$ cat config.mk
export PLATFORM = sky130hd
export DESIGN_NAME = byte_write_coalescer
export DESIGN_NICKNAME = d
export VERILOG_FILES = /design/src/rtl/byte_write_coalescer.sv
export SDC_FILE = /design/constraint.sdc
export NUM_CORES = 1
export LEC_CHECK = 0
export ABC_AREA = 1
export BUFFER_PORTS_ARGS = -buffer_cell sky130_fd_sc_hd__buf_2
export CAP_MARGIN = 20
export CORE_MARGIN = 10
export CORE_UTILIZATION = 55
export DETAILED_ROUTE_END_ITERATION = 7
export PLACE_DENSITY = 0.77
export SETUP_SLACK_MARGIN = 0.4
export SYNTH_ARGS = -nofsm -noshare
export SYNTH_HDL_FRONTEND = slang
export SYNTH_SLANG_ARGS = --single-unit
$ cat constraint.sdc
create_clock -name wr_clk -period 3.1 [get_ports wr_clk]
set_input_delay 0.31 -clock wr_clk [delete_from_list [all_inputs] [get_ports wr_clk]]
set_output_delay 0.31 -clock wr_clk [all_outputs]
set_load 0.02 [all_outputs]
$ cat src/rtl/byte_write_coalescer.sv
// Collects byte writes into one pending RAM word and emits it as a single
// strobed word write on completion, flush, timeout or address change.
module byte_write_coalescer #(
    parameter int DATA_WIDTH = 16,
    parameter int ADDR_WIDTH = 9,
    parameter int TIMEOUT    = 4
) (
    input  logic                       wr_clk,
    input  logic                       wr_rst,
    input  logic                       in_valid,
    output logic                       in_ready,
    input  logic [ADDR_WIDTH-1:0]      in_address,
    input  logic [7:0]                 in_data,
    input  logic                       in_flush,
    output logic                       wr_enable,
    output logic [ADDR_WIDTH-1:0]      wr_address,
    output logic [DATA_WIDTH-1:0]      wr_data,
    output logic [DATA_WIDTH/8-1:0]    wr_strb,
    output logic                       busy
);
    localparam int LANES    = DATA_WIDTH / 8;
    localparam int ADDR_LSB = $clog2(LANES);
    localparam int LSB_W    = (ADDR_LSB > 0) ? ADDR_LSB : 1;
    localparam int WORD_W   = ADDR_WIDTH - ADDR_LSB;
    localparam int CNT_W    = (TIMEOUT > 0) ? $clog2(TIMEOUT + 1) : 1;
    localparam logic [CNT_W-1:0] CNT_MAX = (TIMEOUT > 0) ? CNT_W'(TIMEOUT) : CNT_W'(1);

    logic                  pend_valid_q, pend_valid_d;
    logic [WORD_W-1:0]     pend_word_q, pend_word_d;
    logic [DATA_WIDTH-1:0] pend_data_q, pend_data_d;
    logic [LANES-1:0]      pend_strb_q, pend_strb_d;
    logic [CNT_W-1:0]      idle_cnt_q, idle_cnt_d;
    logic                  in_ready_q;
    logic                  wr_enable_q, wr_enable_d;
    logic [ADDR_WIDTH-1:0] wr_address_q, wr_address_d;
    logic [DATA_WIDTH-1:0] wr_data_q, wr_data_d;
    logic [LANES-1:0]      wr_strb_q, wr_strb_d;

    logic [LSB_W-1:0]      in_lane;
    logic [WORD_W-1:0]     in_word, last_word;
    logic                  accept, hit, miss, haz_in, haz_pend, timeout_hit;
    logic [LANES-1:0]      merged_strb;
    logic [DATA_WIDTH-1:0] merged_data;

    generate
        if (ADDR_LSB > 0) begin : g_lane
            assign in_lane = in_address[LSB_W-1:0];
        end else begin : g_nolane
            assign in_lane = '0;
        end
    endgenerate

    assign in_word     = in_address[ADDR_WIDTH-1:ADDR_LSB];
    assign last_word   = wr_address_q[ADDR_WIDTH-1:ADDR_LSB];
    assign accept      = in_valid && in_ready_q;
    assign hit         = pend_valid_q && (in_word == pend_word_q);
    assign miss        = pend_valid_q && !hit;
    // The RAM must never see the same word on two consecutive edges.
    assign haz_in      = wr_enable_q && (in_word == last_word);
    assign haz_pend    = wr_enable_q && (pend_word_q == last_word);
    assign timeout_hit = (TIMEOUT > 0) && (idle_cnt_q == CNT_MAX);

    always_comb begin
        merged_strb = (hit ? pend_strb_q : '0) | (LANES'(1) << in_lane);
        merged_data = hit ? pend_data_q : '0;
        for (int l = 0; l < LANES; l++) begin
            if (in_lane == LSB_W'(l)) merged_data[l*8 +: 8] = in_data;
        end
    end

    always_comb begin
        pend_valid_d = pend_valid_q;
        pend_word_d  = pend_word_q;
        pend_data_d  = pend_data_q;
        pend_strb_d  = pend_strb_q;
        idle_cnt_d   = (pend_valid_q && idle_cnt_q != CNT_MAX) ? idle_cnt_q + 1'b1 : idle_cnt_q;
        wr_enable_d  = 1'b0;
        wr_address_d = wr_address_q;
        wr_data_d    = wr_data_q;
        wr_strb_d    = wr_strb_q;

        if (accept) begin
            idle_cnt_d   = '0;
            pend_valid_d = 1'b1;
            pend_word_d  = in_word;
            pend_data_d  = merged_data;
            pend_strb_d  = merged_strb;
            if (miss) begin
                // A blocked emit leaves wr_enable low, so the held word can
                // never equal the word written at the previous edge here.
                wr_enable_d  = 1'b1;
                wr_address_d = ADDR_WIDTH'(pend_word_q) << ADDR_LSB;
                wr_data_d    = pend_data_q;
                wr_strb_d    = pend_strb_q;
            end else if ((merged_strb == '1 || in_flush) && !haz_in) begin
                wr_enable_d  = 1'b1;
                wr_address_d = ADDR_WIDTH'(in_word) << ADDR_LSB;
                wr_data_d    = merged_data;
                wr_strb_d    = merged_strb;
                pend_valid_d = 1'b0;
                pend_data_d  = '0;
                pend_strb_d  = '0;
            end
        end else if (pend_valid_q && (in_flush || timeout_hit) && !haz_pend) begin
            wr_enable_d  = 1'b1;
            wr_address_d = ADDR_WIDTH'(pend_word_q) << ADDR_LSB;
            wr_data_d    = pend_data_q;
            wr_strb_d    = pend_strb_q;
            pend_valid_d = 1'b0;
            pend_data_d  = '0;
            pend_strb_d  = '0;
            idle_cnt_d   = '0;
        end
    end

    always_ff @(posedge wr_clk) begin
        if (wr_rst) begin
            pend_valid_q <= 1'b0;
            pend_word_q  <= '0;
            pend_data_q  <= '0;
            pend_strb_q  <= '0;
            idle_cnt_q   <= '0;
            in_ready_q   <= 1'b0;
            wr_enable_q  <= 1'b0;
            wr_address_q <= '0;
            wr_data_q    <= '0;
            wr_strb_q    <= '0;
        end else begin
            pend_valid_q <= pend_valid_d;
            pend_word_q  <= pend_word_d;
            pend_data_q  <= pend_data_d;
            pend_strb_q  <= pend_strb_d;
            idle_cnt_q   <= idle_cnt_d;
            in_ready_q   <= 1'b1;
            wr_enable_q  <= wr_enable_d;
            wr_address_q <= wr_address_d;
            wr_data_q    <= wr_data_d;
            wr_strb_q    <= wr_strb_d;
        end
    end

    assign in_ready   = in_ready_q;
    assign wr_enable  = wr_enable_q;
    assign wr_address = wr_address_q;
    assign wr_data    = wr_data_q;
    assign wr_strb    = wr_strb_q;
    assign busy       = pend_valid_q;
endmodule
**Word level (Yosys, flattened, before mapping)**

Index checks and enable logic that the tools add are counted.
W data, S select, Z words.

- Output and inout bits: 30
- Register bits: 59

- Eq/ne operators: 7
- $add $sub $neg: 1
- Reduce and logical (&&, ||, !) cells: 17
- Shift operators: 1
- Multiplexer cells: 33
- Bitwise gates (word level): 1

Operator list:

| operator | number |
|---|---|
| $mux W16 | 9 |
| $mux W9 | 4 |
| $eq A8 B8 Y1 | 3 |
| $mux W2 | 9 |
| $mux W8 | 2 |
| $logic_and A1 B1 Y1 | 9 |
| $mux W1 | 9 |
| $add A3 B1 Y3 const B | 1 |
| $eq A3 B3 Y1 const B | 1 |
| $logic_not A1 Y1 | 3 |
| $ne A3 B1 Y1 const B | 1 |
| $ne A3 B3 Y1 const B | 1 |
| $reduce_or A3 Y1 | 1 |
| $eq A2 B2 Y1 const B | 1 |
| $logic_or A1 B1 Y1 | 2 |
| $or A2 B2 Y2 | 1 |
| $reduce_and A2 Y1 | 1 |
| $reduce_bool A2 Y1 | 1 |
| $shl A1 B1 Y2 const A | 1 |

**Longest topological paths before layout**

- Word-level depth: 10
- Gate-level depth with buffers: 16
- Depth with buffers taken out: 14

**Least setup slack after synthesis**

No wires, ideal clock.

- Path kind: reg-to-reg
- Start: register pend_valid_q (netlist: busy)
- End: register wr_data_q[14] (netlist: wr_data[14])
- Clock period less this slack: 1705 ps
- Stages on the path, launching flop included: 10
- Arrival time: 1590 ps
- Required time: 2985 ps
- Path slack: 1395 ps
- Buffers on the path: 2
- Cells stage by stage: dfxtp_1 -> buf_2 -> inv_1 -> a21oi_1 -> o21ai_1 -> nand2_1 -> clkbuf_1 -> nand3_1 -> nand2_1 -> nor2_1

- Longest elaborated chain between the ends: 8
- Elaborated cells on any way between the ends: 18
- Those cells by class: eq/ne: 2; mux: 6; bitwise: 1; reduce/logical: 9

RTL lines:

| item | line | source |
|---|---|---|
| start, declared | 28 | `logic pend_valid_q, pend_valid_d;` |
| start signal, assigned | 129 | `pend_valid_q <= pend_valid_d;` |
| $logic_and A1 B1 Y1 | 56 | `assign hit = pend_valid_q && (in_word == pend_word_q);` |
| $mux W2 | 64 | `merged_strb = (hit ? pend_strb_q : '0) \| (LANES'(1) << in_lane);` |
| $or A2 B2 Y2 | 64 |  |
| $eq A2 B2 Y1 | 95 | `end else if ((merged_strb == '1 \|\| in_flush) && !haz_in) begin` |
| $logic_or A1 B1 Y1 | 95 |  |
| $logic_and A1 B1 Y1 | 95 |  |
| $ne A3 B1 Y1 (no line) | n/a |  |
| $reduce_and A2 Y1 (no line) | n/a |  |
| end signal, assigned | 137 | `wr_data_q <= wr_data_d;` |
| end, declared | 36 | `logic [DATA_WIDTH-1:0] wr_data_q, wr_data_d;` |

Parallel ways exist; a longest one is shown, timed or not. The select of a mux whose other input is x is not followed.
A chain may end at the register's enable or synchronous reset.

**Worst setup path after layout**

- Start: register pend_valid_q (netlist: busy)
- End: register wr_strb_q[0] (netlist: wr_strb[0])

- Longest elaborated chain between the ends: 8
- Elaborated cells on any way between the ends: 16
- Those cells by class: eq/ne: 2; mux: 4; bitwise: 1; reduce/logical: 9

RTL lines:

| item | line | source |
|---|---|---|
| $logic_and A1 B1 Y1 | 56 |  |
| $mux W2 | 64 |  |
| $or A2 B2 Y2 | 64 |  |
| $eq A2 B2 Y1 | 95 |  |
| $logic_or A1 B1 Y1 | 95 |  |
| $logic_and A1 B1 Y1 | 95 |  |
| $ne A3 B1 Y1 (no line) | n/a |  |
| $reduce_and A2 Y1 (no line) | n/a |  |
| end signal, assigned | 138 | `wr_strb_q <= wr_strb_d;` |
| end, declared | 37 | `logic [LANES-1:0] wr_strb_q, wr_strb_d;` |

Parallel ways exist; a longest one is shown, timed or not. The select of a mux whose other input is x is not followed.

==> impl_metrics.py <==
metrics = {
    "setup_path": {
        "reg2reg_depth": 8,
        "end_kind": "flop",
        "r2r_start": "busy$_SDFFE_PP0P_",
        "crit_path_start": "busy$_SDFFE_PP0P_",
        "rrSetupSlack_ns": 0.88,
        "setup.worst_path.end": "wr_strb[0]$_SDFFE_PP0P_",
        "path_class": "flop to flop",
        "r2r-end": "wr_strb[0]$_SDFFE_PP0P_",
        "required_ns": 3.32,
        "cp_max_fo": 53,
        "crit_arrival_ns": 2.45,
        "start_kind": "flop",
    },
    "sta": {
        "drv_slew": 0,
        "hold_viol": 0,
        "setup_violations": 0,
        "slew_headroom_pct": 37.1,
        "clock-skew-final_ns": 0.0148,
        "layout_min_cycle_time_ns": 2.22,
        "worstMarginPinSlew_ns": 0.937,
        "rsz0062_at_grt": "false",
        "finalCritPeriodShare_pct": 71.7,
        "fin_setup_tns_ns": 0,
        "clock.fmax_mhz": 450,
    },
    "placed_design": {
        "placedCellCount": 646,
        "dp_hpwl_um": 5720,
        "portBuffers": 49,
        "routabilityCongestion": 0.853,
    },
    "routing": {
        "firstDrtPassIters": 6,
        "ant_nets": 0,
        "routedWlPerCell_um": 13.0,
        "drc": 0,
        "drt-total-wl_um": 8600,
        "via_per_inst": 5.12,
        "drt_iter0_drc": 254,
        "vias": 3388,
    },
    "yosys": {
        "synth_most_common_cell": "nand2_1",
        "syn_nets": 568,
        "ys_top_cells_by_count": "nand2_1 (195), dfxtp_1 (58), inv_1 (58)",
        "synth.top_cell.area_share_pct": 33.3,
        "synth.area.top_cells": "dfxtp_1 (33%), nand2_1 (21%), inv_1 (6.2%), a21oi_1 (5.5%), nand3_1 (3.9%)",
        "synth_edf_count": 0,
        "yosys_warnings": 0,
        "avgSynthCellArea_um2": 6.39,
        "synthCells": 545,
        "synth.largest_area_cell": "dfxtp_1",
        "ys_seq_elements": 58,
        "synthesis.area_um2": 3480,
        "yosysSeqAreaShare_pct": 33.3,
        "synthFlopType": "dfxtp_1",
        "synthArstFlopShare_pct": 0,
        "yosysUniqueCellTypes": 34,
    },
    "layout": {
        "drive_gt1_share_pct": 18.6,
        "ff_latch_area_um2": 1160,
        "n_fill_cell": 557,
        "num_antenna_cells": 0,
        "syn_to_final_growth_pct": 12.6,
        "fin_cells": 662,
        "final_nets": 605,
        "multi_input_area_um2": 1880,
    },
    "power_and_ir_drop": {
        "vdd_drop_max_v": 0.000281,
        "p_clk_share_pct": 41.2,
        "p_switching_mw": 0.588,
        "intPower_mw": 1.43,
        "swShare_pct": 29.1,
        "p_seq_share_pct": 40.8,
        "combPwrFrac_pct": 18.1,
        "leakage_nw": 1.86,
        "power.density_nw_per_um2": 515,
    },
    "floorplanning": {
        "core-area_um2": 6030,
        "die_height_um": 99.6,
        "start_util_pct": 57.8,
        "row_count": 28,
        "die_area_um2": 9920,
        "io_pins": 51,
        "die_w_um": 99.6,
    },
    "clock_tree": {
        "clk_pin_slew_worst_paths_ns": 0.07,
        "hold_buffers": 0,
        "worstSkewPairLatency_ns": 0.34,
        "clock_sinks": 58,
        "clock_path_buffers": 2,
        "htreeDepth": 3,
        "cts_made_buffers": 9,
        "cts_tree": "built",
        "cts_setup_buffers": 0,
        "ctsResizeCount": 0,
        "cts-root-buf": "clkbuf_8",
    },
    "status": {
        "outcome": "finished clean",
    },
    "grt": {
        "grt_usage_pct": 16.9,
        "busiest_layer": "met1",
        "grt_max_degree": 54,
        "grt_first_pass_wirelength_um": 14300,
        "antenna_found_initial": 0,
        "grt_pass1_vias": 2973,
        "gr-usage-met1_pct": 24.3,
        "gr-usage-met2_pct": 23.1,
        "grt-ovfl-total": 0,
        "grt_use_met3_pct": 4.64,
    },
    "worst_hold_path": {
        "hold_class": "input pin to flop",
    },
    "job": {
        "max_cap_viol_count": 0,
    },
}
-- worst max-delay path, stage by stage, from the launching register on --
cell	delay, ns
dfxtp_1	0.30
buf_4	0.29
inv_1	0.19
o21bai_4	0.19
clkinv_2	0.27
nand2_4	0.55
nand3_1	0.15
nand2_1	0.10
nor2_1	0.06
-- metal layers --
metal  share of wire, %  up-vias
li1                   -     1767
met1                 50     1497
met2                 41      113
met3                8.0       11
met4                1.1        0
met5                  0        -
-- metrics by stage --
stage | util (%) | setup slack, ns | total power [mW] | hold slack [ns] | instance area (um^2)
floorplan | - | 1.39 | 1.11 | 0.382 | 3480
global placement | 61.2 | 0.966 | 1.19 | 0.457 | 3680
detailed placement | 61.2 | 0.901 | 1.20 | 0.468 | 3680
CTS | 65.1 | 0.918 | 2.02 | 0.209 | 3920
global route | 65.1 | 0.715 | 2.10 | 0.230 | 3920
finish | 65.1 | 0.878 | 2.02 | 0.212 | 3920
-- cell type report --
type	instances	share of cell area [%]
tap	75	2.39
inverter	70	6.73
sequential	58	29.6
timing repair buffer	55	7.40
clock inverter	4	1.85
multi-input combinational	388	47.8
clock buffer	12	4.21
-- placed cells by master, fill, tap and decap left out --
cell type	synthesis	routed
buf_2	7	49
a22o_1	1	1
o21ai_0	27	27
nor2_2	10	10
o22ai_1	3	3
conb_1	1	1
nand3_1	27	27
clkbuf_8	0	12
xnor2_1	6	6
o21bai_4	1	1
bufinv_16	0	2
nand2_2	3	4
buf_4	6	6
nand2_4	1	1
clkinv_1	2	2
inv_2	9	9
nor2_1	29	29
nor2_4	2	2
clkinv_2	1	2
o21ai_1	11	11
o2111ai_1	1	1
nand4_1	2	2
clkinvlp_4	0	1
o21ai_4	1	1
nand3b_1	16	16
xor2_1	1	1
a21oi_1	38	38
a21boi_0	1	1
nand3b_4	1	1
inv_1	58	58
nand2_1	195	194
nand3_2	8	8
dfxtp_1	58	58
ha_1	2	2
-- flip-flops by register name, summed over array words and instances (netlist names), 2 cells and up --
name and cells:
idle_cnt_q 3, pend_data_q 16, pend_strb_q 2, pend_word_q 8, wr_address 8, wr_data 16
wr_strb 2
-- cells by family (layout without fill, tap and decap cells) --
| family | Yosys count | in the layout | share of synthesized area, % |
|---|---|---|---|
| and+or+nand+nor | 294 | 294 | 38.0 |
| buffers and inverters | 99 | 141 | 12.9 |
| AOI/OAI and AO/OA | 84 | 84 | 13.2 |
| DFF | 58 | 58 | 33.3 |
| xor gates and xnor gates | 7 | 7 | 1.76 |
| adders and majority gates | 2 | 2 | 0.718 |
| other | 1 | 1 | 0.108 |
-- power groups by stage --
stage,combinational (mW),sequential [mW],clock [mW]
after CTS,0.364,0.823,0.834
after global placement,0.355,0.838,0
after global routing,0.409,0.829,0.865
after detailed placement,0.361,0.839,0
after floorplan,0.236,0.871,0
final,0.364,0.823,0.831
-- how the worst min path moves through the flow --
stage | from | to | slack, ns | cells past startpoint
floorplan | wr_rst | wr_enable$_SDFF_PP0_ | 0.38 | 1
global placement | wr_data[12]$_SDFFE_PP0P_ | wr_data[12]$_SDFFE_PP0P_ | 0.46 | 2
detailed placement | wr_data[1]$_SDFFE_PP0P_ | wr_data[1]$_SDFFE_PP0P_ | 0.47 | 2
CTS | wr_rst | wr_enable$_SDFF_PP0_ | 0.21 | 2
global route | wr_rst | wr_enable$_SDFF_PP0_ | 0.23 | 2
finish | wr_rst | wr_enable$_SDFF_PP0_ | 0.21 | 2
(Power assumes the default switching activity.)
